===== src/rtl/mult_div_pkg.sv =====
// Shared types and constants for the multicycle signed multiply/divide unit.
// Optional divide-by-zero trap is controlled by MULT_DIV_ZERO_EXC_EN in mult_div_unit.
package mult_div_pkg;

    localparam int WIDTH_DEF  = 32;
    localparam int ITERATIONS = WIDTH_DEF;

    typedef enum logic [2:0] {
        ST_IDLE,
        ST_MULT,
        ST_DIV,
        ST_FIX,
        ST_DZERO,
        ST_DONE
    } state_t;

    typedef enum logic [1:0] {
        BOOTH_NOP,
        BOOTH_ADD,
        BOOTH_SUB
    } booth_op_t;

    // Radix-2 Booth recoding of {Q[0], q_-1}
    function automatic booth_op_t booth_decode(input logic q0, input logic qm1);
        case ({q0, qm1})
            2'b10:   return BOOTH_SUB;
            2'b01:   return BOOTH_ADD;
            default: return BOOTH_NOP;
        endcase
    endfunction

endpackage


===== src/rtl/div_restore_step.sv =====
// One restoring-division iteration: shift {R,Q} left, trial-subtract the
// divisor magnitude, keep the difference only if it did not go negative.
module div_restore_step
    import mult_div_pkg::*;
#(
    parameter int WIDTH = WIDTH_DEF
) (
    input  logic [WIDTH-1:0] r,
    input  logic [WIDTH-1:0] q,
    input  logic [WIDTH-1:0] d,
    output logic [WIDTH-1:0] r_new,
    output logic [WIDTH-1:0] q_new
);

    logic [WIDTH:0] r_shift;
    logic [WIDTH:0] trial;

    // R < |b| <= 2^(WIDTH-1), so the shifted remainder never reaches bit WIDTH
    assign r_shift = {r, q[WIDTH-1]};
    assign trial   = r_shift - {1'b0, d};

    always_comb begin
        if (trial[WIDTH]) begin
            r_new = r_shift[WIDTH-1:0];
            q_new = {q[WIDTH-2:0], 1'b0};
        end else begin
            r_new = trial[WIDTH-1:0];
            q_new = {q[WIDTH-2:0], 1'b1};
        end
    end

endmodule


===== src/rtl/mult_div_unit.sv =====
// Multicycle signed Booth multiply / restoring divide with hi/lo result registers.
// Define MULT_DIV_ZERO_EXC_EN to trap division by zero via the div_zero pulse.
module mult_div_unit
    import mult_div_pkg::*;
#(
    parameter int WIDTH = WIDTH_DEF
) (
    input  logic             clk,
    input  logic             reset,
    input  logic             mult_start,
    input  logic             div_start,
    input  logic [WIDTH-1:0] a_in,
    input  logic [WIDTH-1:0] b_in,
    output logic [WIDTH-1:0] hi,
    output logic [WIDTH-1:0] lo,
    output logic             busy,
`ifdef MULT_DIV_ZERO_EXC_EN
    output logic             div_zero,
`endif
    output logic             done
);

    localparam int CW = $clog2(WIDTH);
    localparam logic [CW-1:0] LAST_STEP = CW'(WIDTH - 1);

    state_t           state_reg, state_next;
    logic [WIDTH:0]   acc_reg, acc_next;
    logic [WIDTH-1:0] q_reg, q_next;
    logic             qm1_reg, qm1_next;
    logic [WIDTH-1:0] m_reg, m_next;
    logic [CW-1:0]    cnt_reg, cnt_next;
    logic             sign_a_reg, sign_a_next;
    logic             sign_b_reg, sign_b_next;
    logic [WIDTH-1:0] hi_reg, hi_next;
    logic [WIDTH-1:0] lo_reg, lo_next;
    logic             busy_reg, busy_next;
    logic             done_reg, done_next;
    logic             dz_reg, dz_next;
    logic             div_zero_reg, div_zero_next;

    logic [WIDTH:0]   booth_sum;
    logic [WIDTH-1:0] a_abs, b_abs;
    logic [WIDTH-1:0] div_r, div_q;

    // -2^(WIDTH-1) negates to itself, which is its correct unsigned magnitude
    assign a_abs = a_in[WIDTH-1] ? -a_in : a_in;
    assign b_abs = b_in[WIDTH-1] ? -b_in : b_in;

    div_restore_step #(.WIDTH(WIDTH)) u_div_step (
        .r     (acc_reg[WIDTH-1:0]),
        .q     (q_reg),
        .d     (m_reg),
        .r_new (div_r),
        .q_new (div_q)
    );

    always_comb begin
        state_next    = state_reg;
        acc_next      = acc_reg;
        q_next        = q_reg;
        qm1_next      = qm1_reg;
        m_next        = m_reg;
        cnt_next      = cnt_reg;
        sign_a_next   = sign_a_reg;
        sign_b_next   = sign_b_reg;
        hi_next       = hi_reg;
        lo_next       = lo_reg;
        dz_next       = dz_reg;
        done_next     = 1'b0;
        div_zero_next = 1'b0;
        booth_sum     = acc_reg;

        case (state_reg)
            ST_IDLE: begin
                if (mult_start) begin
                    state_next = ST_MULT;
                    acc_next   = '0;
                    q_next     = b_in;
                    qm1_next   = 1'b0;
                    m_next     = a_in;
                    cnt_next   = '0;
                    dz_next    = 1'b0;
                end else if (div_start) begin
                    acc_next    = '0;
                    q_next      = a_abs;
                    qm1_next    = 1'b0;
                    m_next      = b_abs;
                    cnt_next    = '0;
                    sign_a_next = a_in[WIDTH-1];
                    sign_b_next = b_in[WIDTH-1];
`ifdef MULT_DIV_ZERO_EXC_EN
                    dz_next    = (b_in == '0);
                    state_next = (b_in == '0) ? ST_DZERO : ST_DIV;
`else
                    dz_next    = 1'b0;
                    state_next = ST_DIV;
`endif
                end
            end
            ST_MULT: begin
                case (booth_decode(q_reg[0], qm1_reg))
                    BOOTH_ADD: booth_sum = acc_reg + {m_reg[WIDTH-1], m_reg};
                    BOOTH_SUB: booth_sum = acc_reg - {m_reg[WIDTH-1], m_reg};
                    default:   booth_sum = acc_reg;
                endcase
                acc_next = {booth_sum[WIDTH], booth_sum[WIDTH:1]};
                q_next   = {booth_sum[0], q_reg[WIDTH-1:1]};
                qm1_next = q_reg[0];
                cnt_next = cnt_reg + 1'b1;
                if (cnt_reg == LAST_STEP)
                    state_next = ST_DONE;
            end
            ST_DIV: begin
                acc_next = {1'b0, div_r};
                q_next   = div_q;
                cnt_next = cnt_reg + 1'b1;
                if (cnt_reg == LAST_STEP)
                    state_next = ST_FIX;
            end
            ST_FIX: begin
                q_next     = (sign_a_reg ^ sign_b_reg) ? -q_reg : q_reg;
                acc_next   = {1'b0, sign_a_reg ? -acc_reg[WIDTH-1:0] : acc_reg[WIDTH-1:0]};
                state_next = ST_DONE;
            end
            ST_DZERO: begin
                state_next = ST_DONE;
            end
            ST_DONE: begin
                done_next     = 1'b1;
                div_zero_next = dz_reg;
                if (!dz_reg) begin
                    hi_next = acc_reg[WIDTH-1:0];
                    lo_next = q_reg;
                end
                state_next = ST_IDLE;
            end
            default: state_next = ST_IDLE;
        endcase

        busy_next = (state_next != ST_IDLE);
    end

    always_ff @(posedge clk or posedge reset) begin
        if (reset) begin
            state_reg    <= ST_IDLE;
            acc_reg      <= '0;
            q_reg        <= '0;
            qm1_reg      <= 1'b0;
            m_reg        <= '0;
            cnt_reg      <= '0;
            sign_a_reg   <= 1'b0;
            sign_b_reg   <= 1'b0;
            hi_reg       <= '0;
            lo_reg       <= '0;
            busy_reg     <= 1'b0;
            done_reg     <= 1'b0;
            dz_reg       <= 1'b0;
            div_zero_reg <= 1'b0;
        end else begin
            state_reg    <= state_next;
            acc_reg      <= acc_next;
            q_reg        <= q_next;
            qm1_reg      <= qm1_next;
            m_reg        <= m_next;
            cnt_reg      <= cnt_next;
            sign_a_reg   <= sign_a_next;
            sign_b_reg   <= sign_b_next;
            hi_reg       <= hi_next;
            lo_reg       <= lo_next;
            busy_reg     <= busy_next;
            done_reg     <= done_next;
            dz_reg       <= dz_next;
            div_zero_reg <= div_zero_next;
        end
    end

    assign hi   = hi_reg;
    assign lo   = lo_reg;
    assign busy = busy_reg;
    assign done = done_reg;
`ifdef MULT_DIV_ZERO_EXC_EN
    assign div_zero = div_zero_reg;
`else
    logic unused_dz;
    assign unused_dz = div_zero_reg;
`endif

endmodule


===== config.mk =====
export PLATFORM = sky130hd
export DESIGN_NAME = mult_div_unit
export DESIGN_NICKNAME = d
export VERILOG_FILES = /design/src/rtl/mult_div_pkg.sv /design/src/rtl/div_restore_step.sv /design/src/rtl/mult_div_unit.sv
export SDC_FILE = /design/constraint.sdc
export NUM_CORES = 1
export LEC_CHECK = 0
export BUFFER_PORTS_ARGS = -buffer_cell sky130_fd_sc_hd__buf_2
export CORE_AREA = 8 8 163 165
export CTS_CLUSTER_SIZE = 30
export DETAILED_ROUTE_END_ITERATION = 6
export DIE_AREA = 0 0 171 173
export PLACE_DENSITY = 0.85
export SKIP_CTS_REPAIR_TIMING = 1
export SYNTH_ARGS = -nofsm -noshare
export SYNTH_HDL_FRONTEND = slang
export SYNTH_HIERARCHICAL = 1
export SYNTH_SLANG_ARGS = --single-unit

===== constraint.sdc =====
create_clock -name clk -period 16.3 [get_ports clk]
set_input_delay 3.26 -clock clk [delete_from_list [all_inputs] [get_ports clk]]
set_output_delay 3.26 -clock clk [all_outputs]
set_load 0.05 [all_outputs]

# After elaboration in Yosys (flattened, before gate mapping)
# Index checks and enable logic that the tools add are counted.
dict set report totals {
  word_cells 83
  register_bits 175
  mem_count 0
  inputBits 68
  out_inout_bits 66
  mem_bits_ro 0
  latch_bits 0
  mem_bits_rw 0
}
dict set report classes {
  n_shift 0
  n_reduce_logical 16
  n_bitwise 3
  n_eq_ne 13
  mul 0
  n_addsub 8
  magnitude_cmp 0
  div 0
  mux 29
}
# op n
set op_table {}
lappend op_table {{$mux W32} 9}
lappend op_table {{$pmux W33 S4} 1}
lappend op_table {{$neg A32 Y32} 4}
lappend op_table {{$pmux W32 S4} 1}
lappend op_table {{$mux W33} 2}
lappend op_table {{$pmux W33 S2} 1}
lappend op_table {{$add A33 B33 Y33} 1}
lappend op_table {{$sub A33 B32 Y33} 1}
lappend op_table {{$sub A33 B33 Y33} 1}
lappend op_table {{$mux W3} 4}
lappend op_table {{$pmux W3 S4} 1}
lappend op_table {{$mux W5} 2}
lappend op_table {{$pmux W5 S2} 1}
lappend op_table {{$reduce_and A2 Y1} 5}
lappend op_table {{$reduce_and A3 Y1} 3}
lappend op_table {{$eq A3 B2 Y1 const B} 2}
lappend op_table {{$eq A3 B3 Y1 const B} 2}
lappend op_table {{$reduce_bool A2 Y1} 3}
lappend op_table {{$add A5 B1 Y5 const B} 1}
lappend op_table {{$eq A5 B5 Y1 const B} 1}
lappend op_table {{$eq A2 B1 Y1 const B} 2}
lappend op_table {{$eq A2 B2 Y1 const B} 2}
lappend op_table {{$mux W1} 4}
lappend op_table {{$ne A2 B2 Y1 const B} 2}
lappend op_table {{other kinds (11)} 13}

# Depth between registers and ports, before layout
dict set report logic_depth {
  depth_word 6
  mapped_depth 19
  mapped_depth_nobuf 18
}

# Cells and area by module
# Netlist, hierarchy kept.
# module seq_area_each_um2 area_per_inst_um2 cells_each n_inst
set by_module_without_submodules {}
lappend by_module_without_submodules {mult_div_unit 4354.2 13201.4 1606 1}
lappend by_module_without_submodules {div_restore_step 0.0 2591.2 336 1}

# Worst setup path after synthesis
# Ideal clock, no wire load.
dict set report synth_path {
  path_kind {input to register}
  from {in b_in[1]}
  to {reg m_reg[26]}
  required_time_ns 16.217
  arrival_ns 5.636
  path_stages 10
  setup_time_ns 0.083
  n_path_buf 0
  setup_slack_ns 10.582
  path_cell_list {inv_1 -> ha_1 -> or4b_2 -> or4_1 -> nand2b_1 -> nand2b_1 -> o41ai_1 -> xnor2_1 -> nor2_1 -> o21ai_0}
}
dict set report synth_via {
  elab_chain_cells 4
}
# item line_no
set synth_rtl {}
lappend synth_rtl {{start: declaration} mult_div_unit.sv:13} ;# input logic [WIDTH-1:0] b_in,
lappend synth_rtl {{$neg A32 Y32} mult_div_unit.sv:47} ;# assign b_abs = b_in[WIDTH-1] ? -b_in : b_in;
lappend synth_rtl {{$mux W32} mult_div_unit.sv:47}
lappend synth_rtl {{$mux W32} mult_div_unit.sv:83} ;# end else if (div_start) begin
lappend synth_rtl {{$mux W32} mult_div_unit.sv:75} ;# if (mult_start) begin
lappend synth_rtl {{end signal: assignment} mult_div_unit.sv:164} ;# m_reg <= m_next;
lappend synth_rtl {{end: declaration} mult_div_unit.sv:30} ;# logic [WIDTH-1:0] m_reg, m_next;
# Every way passes these cells. The select of a mux whose other input is x is not followed.
# A chain may end at the register's enable or synchronous reset.

# Worst setup path after layout
dict set report layout_path {
  from {in b_in[0]}
  to {reg m_reg[29]}
}
# Same word-level chain as after synthesis.

==> results.md <==
- Area Overhead vs Synth: 6.54%
- Crit path launch type: primary input
- Placed Area: 16200 um2
- Critical path arrival: 6020 ps
- Max_slew headroom: 21.4%
- Area leader, netlist: dfrtp_1
- IO Port Bufs: 133
- Detail Route Antenna Nets: 0
- Final period util: 35.3%
- DR WL/cell: 22.0 um
- Failing checks: design-rule violations
- Tmin final: 5750 ps
- Cell count after placement: 2264
- Row count: 57
- Worst path slowest cell: nor4b_1
- Total CTS buffers: 17
- Clock Path Buffers: 2
- RD Place Congestion: 0.990
- Gate count of the mapped netlist: 1942
- Setup ws final: 10550 ps
- Async set-or-reset flop fraction in the synthesized netlist: 100%
- Die height: 173 um
- I/O pin cnt: 134
- Initial antenna violation count: 1
- Total GRT Usage: 33.5%
- Die footprint: 29600 um2
- First-pass iteration count of the detailed router: 7
- DP HPWL: 37100 um
- First-pass GRT wire length: 80100 um
- WL final: 50400 um
- DIE WIDTH: 171 um
- CTS root buf: clkbuf_16
- Unrepaired setup endpoints after global routing: false
- Layout cells sized above 1: 15.6%
- Reg clk slew, reported paths: 80 ps
- Routed vias: 15500
- Initial DRC count: 1999
- Max-slew violations: 0
- Worst slew pin tran: 1170 ps
- Layout Cells excl Fill: 2296
- Mapped cell area: 15800 um2
- Final setup TNS: 0 ps
- Vias/cell: 6.75
- CTS Sinks: 174
- Most used flip-flop cell after synthesis: dfrtp_1
- Vias in the first global route: 14800
- Largest net degree at the start of global routing: 89
- Clock skew: 16.6 ps
- Delay-heaviest family, CP: simple AND/OR/NAND/NOR gates
- # Max-Cap Violations: 0
- Max reg flops: 33
- Pre-CTS worst setup slack: 10120 ps
- Critical Path RT: 16570 ps
- Outcome: complete, but fails checks
- Hold crit path type: reg -> reg
- Gr ovfl total: 0
- Syn Area/Cell: 8.13 um2
- CTS tree: yes
- Max frequency: 174 MHz
- Fillers: 2024
- Unique masters post-synth: 93
- Residual DRC: 3
- Most numerous cell in the Yosys netlist: o21ai_0
- Seq/Total Area, Yosys: 27.6%
- Share of the synthesized area in the top cell type: 27.6%
- Critical Path Sink Type: flop
- Net Count, Synth: 2084
- Post-synth EDFFs: 0
- CP cell instances: buf_2 -> or2_2 -> nor4b_1 -> nand4_1 -> o41ai_1 -> xnor2_1 -> nor2_1 -> a21oi_1 -> o21ai_0
- #FFs+latches synth: 174
- WP buf/inv: 1
- Peak per-stage delay on the critical path: 810 ps
- Final setup fails: 0
- Design area: 16800 um2
- Core area: 24000 um2
- Final number of hold-violating endpoints: 0
- Ys Warns: 6
- Clk_lat worst skew: 450 ps
- Critical path fanouts, max: 5
- Most frequent cells after synthesis: o21ai_0 (184), dfrtp_1 (174), nand2_1 (174)
- H-tree levels: 4
- Synth area leaders: dfrtp_1 (28%), o21ai_0 (5.8%), ha_1 (5.7%), a21oi_1 (4.9%), mux2_2 (4.7%)
- Initial core utilization: 65.9%
- Final layout net count: 2101
- CP Class: in -> reg
-- area by class of cell --
class	count	area [um2]	area share [%]
Multi-Input combinational cell	1547	10400	61.8
Sequential cell	174	4350	25.9
Timing Repair Buffer	149	788	4.69
Clock buffer	17	425	2.53
Tap cell	324	405	2.41
Inverter	70	275	1.64
Clock inverter	14	168	0.997
Antenna cell	1	2.50	0.0149
-- path summary, 6_finish.rpt --
kind | slack, ps | cells past startpoint | endpoint | startpoint
max | 10550 | 9 | m_reg[29]$_DFFE_PP0P_ | b_in[0]
min | 480 | 2 | lo[1]$_DFFE_PP0P_ | lo[1]$_DFFE_PP0P_
max reg2reg | 11310 | 16 | acc_reg[28]$_DFFE_PP0P_ | q_reg[31]$_DFFE_PP0P_
min reg2reg | 480 | 2 | lo[1]$_DFFE_PP0P_ | lo[1]$_DFFE_PP0P_
max in group asynchronous | 11430 | 4 | m_reg[18]$_DFFE_PP0P_ | reset
min in group asynchronous | 2850 | 2 | hi[7]$_DFFE_PP0P_ | reset
-- cells by family after synthesis --
group,synth area share (%)
flops,27.6
compound gates,25.0
xor+xnor,8.65
buf+inv,6.66
mux,7.61
fa+ha+maj,5.96
simple gates,18.6
-- worst min-delay path, stage by stage (launching register included) --
cell     delay, ps
dfrtp_1        340
nand2_1         40
o21ai_0         60
-- stage by stage --
step	utilization (%)	hold slack (ps)
final	70.2	484
after global placement	67.7	461
after detailed placement	67.7	470
after global routing	70.2	511
after CTS	70.2	488
after floorplan	-	469
-- layout by cell type, fill, tap and decap left out, types with 12 or more instances in the layout --
cell type,count
a21o_1,29
a21oi_1,154
a221oi_1,13
a222oi_1,33
a22o_1,13
a31oi_1,19
and3_1,14
buf_2,132
buf_4,17
clkbuf_16,17
dfrtp_1,174
ha_1,72
inv_1,68
mux2_2,66
mux2_4,19
mux2i_1,15
nand2_1,172
nand2b_1,12
nand3_1,41
nand4_1,16
nor2_1,159
nor3_1,62
nor4_1,21
o21a_1,13
o21ai_0,183
o221ai_1,19
o31ai_1,29
or2_2,12
or3_1,19
or4_1,19
xnor2_1,82
xor2_1,74
-- metal layers --
layer	GRT usage (%)	vias to the layer above	routed length [um]
li1	-	7167	-
met1	44.6	7289	20800
met3	6.06	130	4820
met4	13.8	2	1700
met5	0	-	14
met2	52.9	914	23100
Power is not shown: default switching activity piles up to over one toggle a cycle in this logic, so the estimate is an artifact.
